File: src/rtl/conv1_spike_sequencer_pkg.sv
// Shared widths and FSM encoding for the conv1 spike sequencer and its skid FIFO.
package conv1_spike_sequencer_pkg;

  localparam int CONV1_ADDR_DEF    = 9;
  localparam int SYNAPSE_INDEX_DEF = 16;
  localparam int RD_LAT_DEF        = 3;

  typedef enum logic [2:0] {
    IDLE    = 3'd0,
    ISSUE   = 3'd1,
    DRAIN   = 3'd2,
    RELEASE = 3'd3,
    HOLD    = 3'd4
  } seq_state_t;

endpackage

File: src/rtl/conv1_spike_sequencer_skid.sv
// spike_skid_fifo: small fall-through FIFO that absorbs RAM words returning while
// the conv1 array is stalled.
module spike_skid_fifo #(
  parameter int DEPTH = 4,
  parameter int WIDTH = 16
) (
  input  logic             clk,
  input  logic             rst,
  input  logic             push,
  input  logic [WIDTH-1:0] wdata,
  input  logic             pop,
  output logic [WIDTH-1:0] rdata,
  output logic             full,
  output logic             empty
);

  localparam int PTR_W = (DEPTH > 1) ? $clog2(DEPTH) : 1;
  localparam int CNT_W = $clog2(DEPTH + 1);

  logic [WIDTH-1:0] mem [DEPTH];
  logic [PTR_W-1:0] wr_ptr;
  logic [PTR_W-1:0] rd_ptr;
  logic [CNT_W-1:0] count;
  logic             do_push;
  logic             do_pop;

  assign do_push = push && !full;
  assign do_pop  = pop && !empty;
  assign full    = (count == CNT_W'(DEPTH));
  assign empty   = (count == '0);
  assign rdata   = mem[rd_ptr];

  // Pointers wrap explicitly so DEPTH need not be a power of two.
  function automatic logic [PTR_W-1:0] bump(input logic [PTR_W-1:0] p);
    return (p == PTR_W'(DEPTH - 1)) ? '0 : p + PTR_W'(1);
  endfunction

  always_ff @(posedge clk) begin
    if (rst) begin
      wr_ptr <= '0;
      rd_ptr <= '0;
      count  <= '0;
    end else begin
      if (do_push) wr_ptr <= bump(wr_ptr);
      if (do_pop)  rd_ptr <= bump(rd_ptr);
      case ({do_push, do_pop})
        2'b10:   count <= count + CNT_W'(1);
        2'b01:   count <= count - CNT_W'(1);
        default: count <= count;
      endcase
    end
  end

  always_ff @(posedge clk) begin
    if (do_push) mem[wr_ptr] <= wdata;
  end

endmodule

File: src/rtl/conv1_spike_sequencer.sv
// Reads one frame of spike indices out of the ping-pong spike RAM and streams them to conv1.
// Optional feature: define CONV1_SPIKE_STAT_EN to report the accepted spike count per frame.
module conv1_spike_sequencer
  import conv1_spike_sequencer_pkg::*;
#(
  parameter int CONV1_ADDR    = CONV1_ADDR_DEF,
  parameter int SYNAPSE_INDEX = SYNAPSE_INDEX_DEF,
  parameter int RD_LAT        = RD_LAT_DEF
) (
  input  logic                     clk,
  input  logic                     rst,
  input  logic                     addr_valid,
  input  logic [CONV1_ADDR-1:0]    addr_most,
  input  logic [SYNAPSE_INDEX-1:0] s_index_ram,
  output logic [CONV1_ADDR-1:0]    addr_r_spike,
  output logic                     ram_release,
  output logic                     spike_valid,
  output logic [SYNAPSE_INDEX-1:0] spike_index,
  input  logic                     spike_ready,
  output logic                     frame_done,
  output logic [CONV1_ADDR-1:0]    frame_spike_cnt
);

  localparam int                FIFO_DEPTH = RD_LAT + 1;
  localparam int                CRED_W     = $clog2(RD_LAT + 2);
  localparam logic [CRED_W-1:0] CRED_INIT  = CRED_W'(RD_LAT + 1);

  seq_state_t               state;
  logic [CONV1_ADDR-1:0]    last_addr;
  logic [CONV1_ADDR-1:0]    next_addr;
  logic [CRED_W-1:0]        credits;
  logic                     rd_issue;
  logic [RD_LAT-1:0]        vld_sr;
  logic                     hold_cnt;
  logic                     issue;
  logic                     accept;
  logic                     load_out;
  logic                     drained;
  logic                     fifo_push;
  logic                     fifo_full;
  logic                     fifo_empty;
  logic [SYNAPSE_INDEX-1:0] fifo_rdata;

  assign next_addr = addr_r_spike + CONV1_ADDR'(1);
  assign issue     = (state == ISSUE) && (credits != '0);
  assign accept    = spike_valid && spike_ready;
  assign fifo_push = vld_sr[RD_LAT-1] && !fifo_full;
  assign load_out  = !fifo_empty && (!spike_valid || spike_ready);
  // Frame is finished once nothing is in flight and the last held spike is leaving.
  assign drained   = !rd_issue && (vld_sr == '0) && fifo_empty && (!spike_valid || spike_ready);

  spike_skid_fifo #(
    .DEPTH (FIFO_DEPTH),
    .WIDTH (SYNAPSE_INDEX)
  ) u_skid (
    .clk   (clk),
    .rst   (rst),
    .push  (fifo_push),
    .wdata (s_index_ram),
    .pop   (load_out),
    .rdata (fifo_rdata),
    .full  (fifo_full),
    .empty (fifo_empty)
  );

  always_ff @(posedge clk) begin
    if (rst) begin
      state        <= IDLE;
      last_addr    <= '0;
      addr_r_spike <= '0;
      rd_issue     <= 1'b0;
      ram_release  <= 1'b0;
      frame_done   <= 1'b0;
      hold_cnt     <= 1'b0;
    end else begin
      rd_issue    <= issue;
      ram_release <= 1'b0;
      frame_done  <= 1'b0;
      case (state)
        IDLE: begin
          if (addr_valid) begin
            last_addr <= addr_most;
            if (addr_most == '0) begin
              state       <= RELEASE;
              ram_release <= 1'b1;
              frame_done  <= 1'b1;
            end else begin
              state <= ISSUE;
            end
          end
        end
        ISSUE: begin
          if (issue) begin
            addr_r_spike <= next_addr;
            if (next_addr == last_addr) state <= DRAIN;
          end
        end
        DRAIN: begin
          if (drained) begin
            state        <= RELEASE;
            ram_release  <= 1'b1;
            frame_done   <= 1'b1;
            addr_r_spike <= '0;
          end
        end
        RELEASE: begin
          state    <= HOLD;
          hold_cnt <= 1'b0;
        end
        HOLD: begin
          // Two idle cycles let the RAM controller swap banks before addr_valid is resampled.
          if (hold_cnt) state <= IDLE;
          else          hold_cnt <= 1'b1;
        end
        default: state <= IDLE;
      endcase
    end
  end

  always_ff @(posedge clk) begin
    if (rst) begin
      credits     <= CRED_INIT;
      vld_sr      <= '0;
      spike_valid <= 1'b0;
      spike_index <= '0;
    end else begin
      vld_sr[0] <= rd_issue;
      for (int i = 1; i < RD_LAT; i++) vld_sr[i] <= vld_sr[i-1];
      case ({issue, accept})
        2'b10:   credits <= credits - CRED_W'(1);
        2'b01:   credits <= credits + CRED_W'(1);
        default: credits <= credits;
      endcase
      if (load_out) begin
        spike_valid <= 1'b1;
        spike_index <= fifo_rdata;
      end else if (accept) begin
        spike_valid <= 1'b0;
      end
    end
  end

`ifdef CONV1_SPIKE_STAT_EN
  logic [CONV1_ADDR-1:0] spike_cnt;

  always_ff @(posedge clk) begin
    if (rst) begin
      spike_cnt       <= '0;
      frame_spike_cnt <= '0;
    end else begin
      if (state == IDLE && addr_valid) spike_cnt <= '0;
      else if (accept)                 spike_cnt <= spike_cnt + CONV1_ADDR'(1);
      if (state == RELEASE) frame_spike_cnt <= spike_cnt;
    end
  end
`else
  assign frame_spike_cnt = '0;
`endif

endmodule
File: config.mk
export PLATFORM = sky130hd
export DESIGN_NAME = conv1_spike_sequencer
export DESIGN_NICKNAME = d
export VERILOG_FILES = /design/src/rtl/conv1_spike_sequencer_pkg.sv /design/src/rtl/conv1_spike_sequencer_skid.sv /design/src/rtl/conv1_spike_sequencer.sv
export SDC_FILE = /design/constraint.sdc
export NUM_CORES = 1
export LEC_CHECK = 0
export CAP_MARGIN = 20
export CORE_MARGIN = 10
export CORE_UTILIZATION = 50
export CTS_BUF_LIST = sky130_fd_sc_hd__clkbuf_8
export DETAILED_ROUTE_END_ITERATION = 16
export GPL_TIMING_DRIVEN = 0
export PLACE_DENSITY = 0.81
export SLEW_MARGIN = 20
export SYNTH_ARGS = -nofsm -noshare
export SYNTH_HDL_FRONTEND = slang
export SYNTH_HIERARCHICAL = 1
export SYNTH_SLANG_ARGS = --single-unit
File: constraint.sdc
create_clock -name clk -period 2.73 [get_ports clk]
set_input_delay 0.546 -clock clk [delete_from_list [all_inputs] [get_ports clk]]
set_output_delay 0.546 -clock clk [all_outputs]
set_load 0.02 [all_outputs]
==> metrics.csv <==
metric,value,unit
vdd_drop_max,0.450,mV
synthCells,415,
cp_num_buf_inv,4,
dieArea,14500,sq um
synth_most_common_cell,edfxtp_1,
core-area,9770,sq um
synth_edf_count,64,
synth_flop_cell,edfxtp_1,
ys_seq_area_share,60.6,%
cp_slowest_cell,or3_2,
nNetsFinal,535,
outcome,finished clean,
cp_max_fo,9,
setup_ws,83.2,ps
cts_hold_buf,0,
port_buffers,55,
r2r_start,u_skid/count[1],
ys_ff_latch,120,
worstMarginPinSlew,855,ps
power.leakage,2.17,nW
vias_per_cell,5.32,
grt_pass1_vias,3461,
cts_tree,built,
die_w,120,microns
cts-root-buf,clkbuf_8,
grtUsageTotal,15.1,%
cts_buffers,17,
drive_gt1_share,17.5,%
yosysWarningCount,6,
clk_latency,430,ps
ys_top_cells_by_count,"edfxtp_1, nand2_1, dfxtp_1, a21oi_1, nor2_1",
drt_wl_total,10700,microns
crit_family,simple AND/OR/NAND/NOR gates,
cp_cell_sequence,"or3b_4, buf_6, inv_1, nor2b_2, and2_4, inv_1, ha_2, inv_1, fa_1, xor2_1, or3_2, a21oi_2",
grt_max_degree,17,
p_per_area,714,nW/um^2
num_rows,36,
slowest_delay,430,ps
antenna_found_initial,0,
ant_nets,0,
clock_path_buffers,2,
period_minus_slack,2650,ps
diodes,0,
clock-sinks,120,
crit_top_cell,inv_1,
chipHeight,120,microns
grt_overflow,0,
place_ws,-937,ps
grt_pass1_wl,17400,microns
fin_hold_ws,308,ps
gp_congestion,0.909,
via_count,3415,
yosysTopAreaCell,edfxtp_1,
slew_headroom,43.0,%
period_share,97.0,%
worstSetupStartpoint,u_skid/count[1],
synth_top_area_share,38.3,%
drc_errors,0,
setup_viol,0,
synth_area_leaders,"edfxtp_1, dfxtp_1, mux4_2, nand2_1, a21oi_1",
avgRoutedWirePerCell,16.6,microns
cts.reportedPaths.clkPinSlew,80,ps
required,3080,ps
syn-cell-area,5020,sq um
final-max-slew-violation-count,0,
dpl.hpwl,7480,microns
max_freq,0.378,GHz
worst-setup-path-type,flip-flop to flip-flop,
avgSynthCellArea,12.1,sq um
hold_viol,0,
initial_core_util,51.4,%
finClkSkew,10.1,ps
dr.pass1.iters,5,
drtIter0Drc,227,
fin_cells,642,
cp-end-kind,flip-flop,
cap_violations,0,
synth.distinct_cells,55,
io_pins,66,
worst_setup_path_start_kind,flip-flop,
hold_class,input port to flip-flop,
ys_async_sr_fraction,0,%
fill_cells,740,
area_growth,23.2,%
htree_levels,4,
crit_arrival,3000,ps
dp_cells,611,
min_from,rst,
-- stage by stage --
step           total power [mW]  TNS [ps]  instance area, sq um  utilization, %
4_1_cts                    4.44         0                  6160            63.0
5_1_grt                    4.63     -20.5                  6190            63.3
3_5_place_dp               2.92     -2310                  5770            59.0
3_3_place_gp               2.88     -1900                  5770            59.0
6_report                   4.42         0                  6190            63.3
2_1_floorplan              2.66         0                  5050               -
-- report_power, final --
group          internal [mW]  total, mW  switching [mW]
Combinational          0.327      0.782           0.454
Clock                  0.764       1.53           0.763
Sequential              2.00       2.11           0.103
Total                   3.10       4.42            1.32
-- worst paths after layout --
check | slack [ps] | depth (start not counted) | endpoint
worst max register to register | 80 | 12 | u_skid/count[2]
worst min register to register | 460 | 2 | spike_index[0]
worst min-delay path | 310 | 2 | vld_sr[0]
worst max-delay path | 80 | 12 | u_skid/count[2]
-- cells by family after synthesis --
logic type / after synthesis / share of synthesized area [%]
other: 1 / 0.0747
adders and majority gates: 10 / 2.79
xor gates and xnor gates: 16 / 2.79
DFF: 120 / 60.6
AOI/OAI and AO/OA: 66 / 7.60
and+or+nand+nor: 141 / 14.1
muxes: 18 / 7.58
buffers and inverters: 43 / 4.46
-- area by class of cell --
| cell class | count | area [sq um] | share of cell area [%] |
|---|---|---|---|
| flip-flops and latches | 120 | 3050 | 49.3 |
| well taps | 133 | 166 | 2.69 |
| clock inverters | 14 | 140 | 2.27 |
| clock buffers | 18 | 248 | 4.00 |
| multi-input cells | 260 | 1800 | 29.1 |
| repair buffers | 56 | 558 | 9.02 |
| inverters | 15 | 61.3 | 0.991 |
| plain buffers | 26 | 160 | 2.59 |
-- metal layers --
metal	vias to the layer above	part of all wire [%]	track usage (%)	routed length (microns)
met5	-	0	0	0
met4	0	1.3	4.83	144
met3	12	8.0	5.86	852
met2	120	50	25.0	5330
met1	1653	41	17.9	4350
li1	1630	-	-	-
-- cell usage in the layout, fill, tap and decap left out, types with 12 or more instances in the layout --
cell type,n
edfxtp_1,64
nand2_1,58
clkdlybuf4s50_1,55
dfxtp_1,53
a21oi_1,40
nor2_1,23
clkbuf_8,18
mux4_2,16
inv_1,14
o21ai_0,13
buf_4,12
-- state kept, by name, indices dropped and copies added, names as in the netlist, named ones only --
signal and count:
u_skid/wr_ptr 2, spike_index 16, rd_issue 1, u_skid/count 3, credits 3, spike_valid 1, hold_cnt 1, last_addr 9
vld_sr 3, u_skid/rd_ptr 2, frame_done 1, u_skid/mem 64, addr_r_spike 9, state 3
-- repair_timing --
action | CTS | global route
gates resized for setup | 2 | 10
setup buffers | 1 | 0
pin swaps | 0 | 1
gates cloned | 0 | 0
endpoints found under the setup margin | 2 | 1
Note: power is estimated with default switching activity, not from simulation.
==> patch: new RTL, same settings <==
`RD_LAT_DEF`: 3 -> 5.
--- a/src/rtl/conv1_spike_sequencer_pkg.sv
+++ b/src/rtl/conv1_spike_sequencer_pkg.sv
@@ -5,3 +5,3 @@
   localparam int SYNAPSE_INDEX_DEF = 16;
-  localparam int RD_LAT_DEF        = 3;
+  localparam int RD_LAT_DEF        = 5;
 
Behaviour: not the same (a bounded check fails within 10 cycles, from zero or initial values and one cycle with rst high).
==> patch against the original RTL <==
- cell area is 27% higher
- synthesized cell count is 20% higher
- first-iteration DRC count is 64% higher
- via count is 22% higher
- die area is 25% higher
- sequential power is 27% higher
- wire length is 31% higher
- count of clock-buffer cells in the layout stayed put
- area after synthesis is 31% higher
- clock power is 14% higher
- power is 18% higher
- setup slack better by 0.030 ns
- largest power group unchanged
- sequential cell count is 37 higher
==> patch: results (changes against the original RTL) <==
| Metric | Value |
|---|---|
| Sequential area share after synthesis | `0.6248 (+0.01873)` |
| CP max-delay cell | `clkdlybuf4s50_1` |
| Crit path max fanout | `18 (+9)` |
| Post-DP HPWL | `9.970 mm (+33%)` |
| Via count | `4,183 (+22%)` |
| Number of global-route vias before repair | `4,317 (+25%)` |
| VDD IR max | `0.0005146 V (+14%)` |
| Clock Latency Late Sink | `0.45 ns (+0.02 ns)` |
| Layout cells sized above 1 | `0.1896 (+0.01474)` |
| Measured slew at the worst slew-check pin | `0.9652 ns (+0.1100 ns)` |
| Placed cells | `740 (+21%)` |
| Hold Path Class | `reg2reg` |
| Commonest cells post-synth | `96 x edfxtp_1, 61 x dfxtp_1, 60 x nand2_1` |
| Final net count | `617 (+15%)` |
| First-pass GRT wire length | `22.48 mm (+29%)` |
| Largest net degree at the start of global routing | `19 (+2)` |
| Status | `finished, final reports clean` |
| Post-DP Area | `7456 um^2 (+29%)` |
| Global-route track usage on met2 | `0.2655 (+0.01554)` |
| Crit path max-delay family | `buffers and inverters` |
| M3 GR Usage | `0.05045 (-0.008187)` |
| Static Leak | `2.642 nW (+22%)` |
| Netlist cell types | `64 (+16%)` |
| Gr usage total | `0.1591 (+0.007632)` |
| Initial drt markers | `373 (+64%)` |
| Number of post-CTS setup repair buffers | `0 (-1)` |
| Top Registers | `u_skid/mem x96, spike_index x16` |
| Worst Clk Skew | `0.01171 ns (+0.001573 ns)` |
| Post-synth EDFFs | `96 (+50%)` |
| Routing usage on met1 | `0.1924 (+0.01362)` |
| Port Buffer Count | `56 (+1.8%)` |
patch: changes by cell type after synthesis, sizes merged, moves of 4 or more:
cell / delta
dfxtp: +5
a21oi: +4
and3: -4
ha: -5
nand3: -4
inv: -5
edfxtp: +32
nor2b: +4
or3: +4
and2: -5
mux2: +33
patch: final cells by class:
type	count	area (um^2)
inverter	10	45.04
tap	172	215.2
multi-input combinational	305	2277
timing repair buffer	62	620.6
fill	979	4848
buffer	30	211.5
sequential	157	4104
clock inverter	14	152.6
clock buffer	18	247.7
patch: routing by layer:
metal	part of all wire	routed length, um
met1	0.44	6101
met4	0.0092	129
met3	0.060	843
met5	0	0
met2	0.49	6901
patch: cells by family after synthesis:
family | after synthesis | synth area share
other cells | 1 | 0.0005709
simple gates | 151 | 0.1213
fa+ha+maj | 5 | 0.01181
xor+xnor | 17 | 0.02476
mux | 49 | 0.1126
compound gates | 74 | 0.06419
buf+inv | 44 | 0.04000
flops | 157 | 0.6248
patch: path summary, 6_finish.rpt:
path / slack (ns) / from / depth (start not counted) / endpoint
worst max-delay path: 0.11 / spike_ready / 12 / u_skid/count[2]
worst min-delay path: 0.46 / spike_index[0] / 2 / spike_index[0]
worst max register to register: 0.15 / u_skid/count[0] / 6 / u_skid/mem[2][3]
worst min register to register: 0.46 / spike_index[0] / 2 / spike_index[0]
patch: report_power, final:
group	internal (mW)	switching, mW
clock	0.849	0.887
combinational	0.340	0.454
sequential	2.60	0.0875
total	3.79	1.43
patch: worst register-to-register path: stages (launching register included):
cell	delay, ns
dfxtp_1	0.45
nand3b_2	0.22
inv_2	0.07
nor2b_1	0.29
nand3b_1	0.20
nor3b_2	0.73
buf_4	0.33
patch: repair_timing:
item / 4_1_cts / 5_1_grt
endpoints found under the setup margin: 5 / 3
gates cloned: 0 / 0
pin swaps: 0 / 0
hold endpoints to repair: 0 / 0
gates resized for setup: 8 / 3
patch: through the flow:
step           setup TNS (ns)    util  setup slack, ns
6_report                    0  0.6189           0.1128
5_1_grt                     0  0.6189         0.001550
4_1_cts                     0  0.6183          0.02739
3_5_place_dp           -3.746  0.5861          -0.8698
3_3_place_gp           -65.97  0.5798           -1.149
2_1_floorplan               0       -          0.01446
